==> src/rtl/simon_pkg.sv <==
// Shared types for the Simon game datapath: colour index, scheduler state
// encoding and the colour-to-LED one-hot mapping.
package simon_pkg;

  typedef logic [1:0] color_t;

  typedef enum logic [2:0] {
    S_IDLE     = 3'd0,
    S_APPEND   = 3'd1,
    S_PLAY_ON  = 3'd2,
    S_PLAY_GAP = 3'd3,
    S_WAIT_IN  = 3'd4,
    S_LOST     = 3'd5,
    S_WON      = 3'd6
  } sched_state_t;

  function automatic logic [3:0] color_onehot(input color_t c);
    return 4'b0001 << c;
  endfunction

endpackage

==> src/rtl/simon_seq_mem.sv <==
// Colour sequence storage: one synchronous write port, two asynchronous read
// ports (playback and input checking). No reset on the array.
module simon_seq_mem
  import simon_pkg::*;
#(
  parameter int MAX_LEN = 32,
  parameter int AW      = (MAX_LEN > 1) ? $clog2(MAX_LEN) : 1
) (
  input  logic          clk,
  input  logic          we,
  input  logic [AW-1:0] waddr,
  input  color_t        wdata,
  input  logic [AW-1:0] play_addr,
  output color_t        play_data,
  input  logic [AW-1:0] in_addr,
  output color_t        in_data
);

  color_t mem [MAX_LEN];

  always_ff @(posedge clk) begin
    if (we) mem[waddr] <= wdata;
  end

  assign play_data = mem[play_addr];
  assign in_data   = mem[in_addr];

endmodule

==> src/rtl/simon_seq_sched.sv <==
// Simon sequence scheduler: grows the colour sequence, plays it back with
// fixed on/gap timing, then checks the player's presses against it.
module simon_seq_sched
  import simon_pkg::*;
#(
  parameter int MAX_LEN    = 32,
  parameter int ON_CYCLES  = 25_000_000,
  parameter int GAP_CYCLES = 12_500_000,
  parameter int LW         = $clog2(MAX_LEN + 1)
) (
  input  logic          clk,
  input  logic          rst,
  input  logic          new_game,
  input  logic          start_round,
  input  logic [1:0]    rand_color,
  input  logic [3:0]    btn_press,
  output logic [3:0]    play_led,
  output logic          sound,
  output logic          end_of_sequence,
  output logic          correct_input,
  output logic          wrong_input,
  output logic          round_done,
  output logic          game_won,
  output logic [LW-1:0] seq_len
);

  localparam int AW   = (MAX_LEN > 1) ? $clog2(MAX_LEN) : 1;
  localparam int MAXC = (ON_CYCLES > GAP_CYCLES) ? ON_CYCLES : GAP_CYCLES;
  localparam int CW   = (MAXC > 1) ? $clog2(MAXC) : 1;

  sched_state_t  state_q, state_d;
  logic [LW-1:0] seq_len_q, seq_len_d;
  logic [LW-1:0] play_idx_q, play_idx_d;
  logic [LW-1:0] in_idx_q, in_idx_d;
  logic [CW-1:0] cnt_q, cnt_d;
  color_t        color_q, color_d;
  logic [3:0]    play_led_q, play_led_d;
  logic          sound_q, sound_d;
  logic          eos_q, eos_d;
  logic          correct_q, correct_d;
  logic          wrong_q, wrong_d;
  logic          done_q, done_d;
  logic          won_q, won_d;
  logic          we;
  color_t        play_color, in_color, led_color;

  simon_seq_mem #(.MAX_LEN(MAX_LEN), .AW(AW)) u_mem (
    .clk       (clk),
    .we        (we),
    .waddr     (seq_len_q[AW-1:0]),
    .wdata     (color_q),
    .play_addr (play_idx_d[AW-1:0]),
    .play_data (play_color),
    .in_addr   (in_idx_q[AW-1:0]),
    .in_data   (in_color)
  );

  always_comb begin
    state_d    = state_q;
    seq_len_d  = seq_len_q;
    play_idx_d = play_idx_q;
    in_idx_d   = in_idx_q;
    cnt_d      = (cnt_q != '0) ? cnt_q - CW'(1) : cnt_q;
    color_d    = color_q;
    eos_d      = 1'b0;
    correct_d  = 1'b0;
    wrong_d    = 1'b0;
    done_d     = 1'b0;
    we         = 1'b0;
    unique case (state_q)
      S_IDLE: begin
        if (start_round && (seq_len_q < LW'(MAX_LEN))) begin
          state_d = S_APPEND;
          color_d = rand_color;
        end
      end
      S_APPEND: begin
        we         = 1'b1;
        seq_len_d  = seq_len_q + LW'(1);
        play_idx_d = '0;
        cnt_d      = CW'(ON_CYCLES - 1);
        state_d    = S_PLAY_ON;
      end
      S_PLAY_ON: begin
        if (cnt_q == '0) begin
          cnt_d   = CW'(GAP_CYCLES - 1);
          state_d = S_PLAY_GAP;
        end
      end
      S_PLAY_GAP: begin
        if (cnt_q == '0) begin
          if (play_idx_q == seq_len_q - LW'(1)) begin
            eos_d    = 1'b1;
            in_idx_d = '0;
            state_d  = S_WAIT_IN;
          end else begin
            play_idx_d = play_idx_q + LW'(1);
            cnt_d      = CW'(ON_CYCLES - 1);
            state_d    = S_PLAY_ON;
          end
        end
      end
      S_WAIT_IN: begin
        // Exact one-hot equality, so multi-bit presses always mismatch
        if (btn_press != 4'b0000) begin
          if (btn_press == color_onehot(in_color)) begin
            correct_d = 1'b1;
            if (in_idx_q == seq_len_q - LW'(1)) begin
              done_d  = 1'b1;
              state_d = (seq_len_q == LW'(MAX_LEN)) ? S_WON : S_IDLE;
            end else begin
              in_idx_d = in_idx_q + LW'(1);
            end
          end else begin
            wrong_d = 1'b1;
            state_d = S_LOST;
          end
        end
      end
      default: ;
    endcase
    if (new_game) begin
      state_d    = S_IDLE;
      seq_len_d  = '0;
      play_idx_d = '0;
      in_idx_d   = '0;
      cnt_d      = '0;
      eos_d      = 1'b0;
      correct_d  = 1'b0;
      wrong_d    = 1'b0;
      done_d     = 1'b0;
      we         = 1'b0;
    end
  end

  // Entry 0 is written during APPEND while it is already needed for the LED
  always_comb begin
    led_color  = (state_q == S_APPEND && play_idx_d == seq_len_q) ? color_q : play_color;
    play_led_d = (state_d == S_PLAY_ON) ? color_onehot(led_color) : 4'b0000;
    sound_d    = (play_led_d != 4'b0000);
    won_d      = (state_d == S_WON);
  end

  always_ff @(posedge clk) begin
    if (rst) begin
      state_q    <= S_IDLE;
      seq_len_q  <= '0;
      play_idx_q <= '0;
      in_idx_q   <= '0;
      cnt_q      <= '0;
      color_q    <= '0;
      play_led_q <= '0;
      sound_q    <= 1'b0;
      eos_q      <= 1'b0;
      correct_q  <= 1'b0;
      wrong_q    <= 1'b0;
      done_q     <= 1'b0;
      won_q      <= 1'b0;
    end else begin
      state_q    <= state_d;
      seq_len_q  <= seq_len_d;
      play_idx_q <= play_idx_d;
      in_idx_q   <= in_idx_d;
      cnt_q      <= cnt_d;
      color_q    <= color_d;
      play_led_q <= play_led_d;
      sound_q    <= sound_d;
      eos_q      <= eos_d;
      correct_q  <= correct_d;
      wrong_q    <= wrong_d;
      done_q     <= done_d;
      won_q      <= won_d;
    end
  end

  assign play_led        = play_led_q;
  assign sound           = sound_q;
  assign end_of_sequence = eos_q;
  assign correct_input   = correct_q;
  assign wrong_input     = wrong_q;
  assign round_done      = done_q;
  assign game_won        = won_q;
  assign seq_len         = seq_len_q;

endmodule

==> config.mk <==
export PLATFORM = sky130hd
export DESIGN_NAME = simon_seq_sched
export DESIGN_NICKNAME = d
export VERILOG_FILES = /design/src/rtl/simon_pkg.sv /design/src/rtl/simon_seq_mem.sv /design/src/rtl/simon_seq_sched.sv
export SDC_FILE = /design/constraint.sdc
export NUM_CORES = 1
export LEC_CHECK = 0
export BUFFER_PORTS_ARGS = -buffer_cell sky130_fd_sc_hd__buf_4
export CAP_MARGIN = 10
export CORE_UTILIZATION = 60
export DETAILED_ROUTE_END_ITERATION = 8
export GPL_ROUTABILITY_DRIVEN = 0
export PLACE_DENSITY = 0.78
export SLEW_MARGIN = 25
export SYNTH_ARGS = -nofsm -noshare
export SYNTH_HDL_FRONTEND = slang
export SYNTH_SLANG_ARGS = --single-unit
==> constraint.sdc <==
create_clock -name clk -period 3.7 [get_ports clk]
set_input_delay 0 -clock clk [delete_from_list [all_inputs] [get_ports clk]]
set_output_delay 0 -clock clk [all_outputs]
set_load 0.05 [all_outputs]
==> summary by stage <==
Outcome
The run finished with clean final reports.

GRT
The via count of the first global-routing pass is 5721. The overall track demand over capacity in global routing is 0.319. Entering global routing, the biggest net connects 35 pins. The initial antenna violation count is 0. The global route total overflow is 0. The first global-routing pass estimated 28400 um of wire.

Floorplanning
The die covers 0.0121 mm^2. The count of standard-cell rows is 39. The core region area is 0.0114 mm^2. The initial core utilization is 0.615. The die span in x is 110 um.

The count of pins on the block boundary is 26. The die extent in y is 110 um.

Route
The vias per cell is 6.31. Summed over all layers, the routed wires come to 18300 um. The routed wire length per instance is 20.3 um. The number of DRC markers after the initial detailed-route iteration is 509. The total vias in the final route is 5700. The pre-antenna-repair detailed-routing pass consisted of 7 iterations. The antenna violation net count after detailed routing is 0. For this run, design rule violations remaining after detail routing come to 0.

Pwr
Across the VDD grid, the largest voltage drop is 0.000910 V. Summed over all nets, the switching power comes to 2.35 mW. The share of total power dissipated in sequential elements is 0.304.

Overall power consumption after layout is estimated at 6.02 mW. For this design the static power due to leakage is 2.89 nW. The power density of the placed cells is 741 mW/mm^2. Of the total power, the share spent switching nets is 0.391. The internal cell power is 3.66 mW. The fraction of power consumed by combinational cells is 0.437.

Of the total power, the clock network draws 0.259.

Clock tree
In this run, CTS created clock tree buffers numbering 17. The clock passes through at most 2 buffers. The clock-pin slew on the worst setup and hold paths is 0.06 ns.

The CTS root buffer is sky130_fd_sc_hd__clkbuf_16. The clock tree synthesis step divided the H-tree into 4 levels. At the later pin of the worst-skew pair, clock insertion delay measures 0.42 ns. The clock drives 127 sinks. The TritonCTS clock tree is built.

Critical path
The most critical setup path has its startpoint at seq_len[0]$_SDFFE_PP0P_. The category of the critical setup timing path is reg2reg. The largest single stage delay on the critical path is 0.46 ns. The type of element launching the critical path is a register. The end of the worst register-to-register path is play_led[2]$_SDFF_PP0_.

At the worst endpoint, the required time is 4.01 ns. The startpoint identified for the worst register-to-register timing path is seq_len[0]$_SDFFE_PP0P_. The maximum fanout along the worst path is 7. The type of destination of the critical path is a register.

The critical path goes through inv_1 > ha_1 > nor3b_4 > xnor2_2 > nand4_4 > o2111ai_4 > mux2i_4 > xnor2_1 > a2111oi_1 > and3_2 > nand4b_1 > nand3_1 > nor4_1. For the worst flop-to-flop path, the logic depth is 13. Data on the critical path arrives at its endpoint at 3.85 ns.

The setup slack of the most critical reg-to-reg path is 0.16 ns. The slowest library cell on the worst path is sky130_fd_sc_hd__a2111oi_1. The most critical setup path has its endpoint at play_led[2]$_SDFF_PP0_.

Layout
The final instance area is 0.00812 mm^2. The growth of design area from synthesis to finish is 15.6%. After the last flow step, the layout net total stands at 767.

The filler-free cell count of the finished design is 904. In the layout the commonest cells are 110 x sky130_fd_sc_hd__nor2_1, 64 x sky130_fd_sc_hd__edfxtp_1, 62 x sky130_fd_sc_hd__nand2_1, 61 x sky130_fd_sc_hd__dfxtp_1, 54 x sky130_fd_sc_hd__mux2i_1. After filler insertion, the fill cell instance count of the layout stands at 856. The flip-flop and latch area is 0.00319 mm^2. The layout cell share with drive strength beyond 1 is 0.175. The number of antenna diodes in the final layout is 0.

The core occupancy in the finished layout is 0.711. The most frequent standard cell in the layout excluding fill and tap cells is sky130_fd_sc_hd__nor2_1. The area of the multi-input gates is 0.00373 mm^2.

Logic synthesis
In the synthesized netlist the dominant register cell turns out to be sky130_fd_sc_hd__edfxtp_1. In this run, synthesis produced a sequential element count of 127. After synthesis, the cell types taking the most area are sky130_fd_sc_hd__edfxtp_1 27%, sky130_fd_sc_hd__dfxtp_1 18%, sky130_fd_sc_hd__mux2i_1 7.8%.

The leading area contributor after synthesis is sky130_fd_sc_hd__edfxtp_1. Counting flops with a built-in enable in the synthesized netlist gives 64. The number of nets produced by synthesis is 727. Counting every instance in the synthesized netlist gives 708. The part of the Yosys area used for sequential elements is 0.453. In this run the mean area of a mapped cell was 9.92 um^2. The netlist area before placement is 0.00702 mm^2. Of all flip-flops after synthesis, the portion carrying an async set or reset was 0.

The fraction of synthesized cell area taken by the top area cell type is 0.274. Yosys mapped the design onto 78 distinct sky130hd cell types. The number of warnings reported in the yosys synthesis log is 0.

Placement
After detailed placement, the total cell area comes to 0.00739 mm^2. The cell total after placement is 864. The count of input and output buffers is 25. The wire-length estimate of the detail-placed layout is 13400 um.

STA
The achievable clock frequency is 0.283 GHz. Of the available clock period, the critical path in the final layout requires 0.956. The final count of pins violating max slew came to 0. Setup violations remaining at the end of the flow were counted as 0.

The post-route minimum period is 3.54 ns. The count of final hold-check violations is 0. Measured against its own limit, the worst slew margin works out to 0.559. The clock skew is 0.00573 ns. After routing, the total negative slack on setup checks comes to 0 ns. The worst-margin pin slew is 0.656 ns.

Hold path
The path class of the lowest-slack min-delay path is in2reg.

Run
The number of violations of the max-capacitance limit is 0.
[how the worst min path moves through the flow]
stage               depth (start not counted)                       to          start
floorplan                                   2  color_q[0]$_SDFFE_PP0P_  rand_color[0]
global placement                            3  color_q[0]$_SDFFE_PP0P_  rand_color[0]
detailed placement                          3  color_q[1]$_SDFFE_PP0P_  rand_color[1]
CTS                                         3      game_won$_SDFF_PP0_       new_game
global route                                3      game_won$_SDFF_PP0_       new_game
finish                                      3      game_won$_SDFF_PP0_       new_game
[cells by family (layout without fill, tap and decap cells)]
logic type / count (synthesis) / after routing / synth area share
AO/OA/AOI/OAI: 94 / 94 / 0.0926
AND/OR/NAND/NOR: 317 / 318 / 0.237
flip-flops: 127 / 127 / 0.453
multiplexers: 69 / 69 / 0.113
XOR/XNOR: 47 / 47 / 0.0586
adder cells (fa/ha/maj): 9 / 9 / 0.0160
buffers and inverters: 45 / 97 / 0.0298
[power by group through the flow]
stage                     registers, mW  clock network (mW)  logic (mW)
after floorplan                    1.81                   0        1.98
after global placement             1.84                   0        2.38
after detailed placement           1.85                   0        2.46
after CTS                          1.82                1.58        2.50
after global routing               1.85                1.64        2.89
final                              1.83                1.56        2.63
[synth_stat cells, types with 13 or more instances]
| cell type | instances |
|---|---|
| sky130_fd_sc_hd__nor4_1 | 13 |
| sky130_fd_sc_hd__dfxtp_1 | 63 |
| sky130_fd_sc_hd__edfxtp_1 | 64 |
| sky130_fd_sc_hd__nor3_1 | 19 |
| sky130_fd_sc_hd__clkbuf_1 | 13 |
| sky130_fd_sc_hd__xnor2_1 | 27 |
| sky130_fd_sc_hd__buf_2 | 14 |
| sky130_fd_sc_hd__nand3_1 | 23 |
| sky130_fd_sc_hd__nor2_1 | 110 |
| sky130_fd_sc_hd__inv_1 | 13 |
| sky130_fd_sc_hd__xor2_1 | 20 |
| sky130_fd_sc_hd__nand2_1 | 62 |
| sky130_fd_sc_hd__mux2i_1 | 55 |
| sky130_fd_sc_hd__a21oi_1 | 39 |
[worst max-delay path: cells and delay by family (launching register included)]
kind,cells,cell delay (ns)
fa+ha+maj,1,0.28
xor+xnor,2,0.26
simple gates,6,1.45
flops,1,0.32
mux,1,0.29
compound gates,2,0.73
buf+inv,1,0.11
[layout make-up]
| class | count | share of cell area |
|---|---|---|
| Clock inverter | 15 | 0.0169 |
| Clock buffer | 17 | 0.0524 |
| Sequential cell | 127 | 0.392 |
| Multi-Input combinational cell | 537 | 0.459 |
| Inverter | 14 | 0.00647 |
| Timing Repair Buffer | 51 | 0.0510 |
| Tap cell | 143 | 0.0220 |
[through the flow]
stage               setup WS (ns)  hold slack [ns]
detailed placement          0.229            0.245
finish                      0.161           0.0352
CTS                        0.0966           0.0343
global placement            0.382            0.240
floorplan                  0.0452            0.147
global route             -0.00846           0.0599
[routing by layer]
layer  GRT usage  routed length [um]  up-vias
li1            -                   -     2643
met1       0.359                7150     2748
met2       0.547                9280      242
met3      0.0782                1020       67
met4       0.191                 894        0
met5           0                   0        -
[state kept, by name, summed over array words and instances (netlist names), named ones only]
register and cells:
end_of_sequence 1, correct_input 1, play_led 4, seq_len 6
round_done 1, cnt_q 25, state_q 3, wrong_input 1
color_q 2, in_idx_q 6, game_won 1, sound 1
u_mem.mem 64, play_idx_q 6
[repair_timing]
item / 4_1_cts / 5_1_grt
resized for setup: 0 / 13
setup buffers: 0 / 1
endpoints found under the setup margin: 0 / 4
endpoints found under the hold margin: 10 / 0
hold buffers: 6 / 0
No activity file was read; power rests on OpenSTA's default activity.
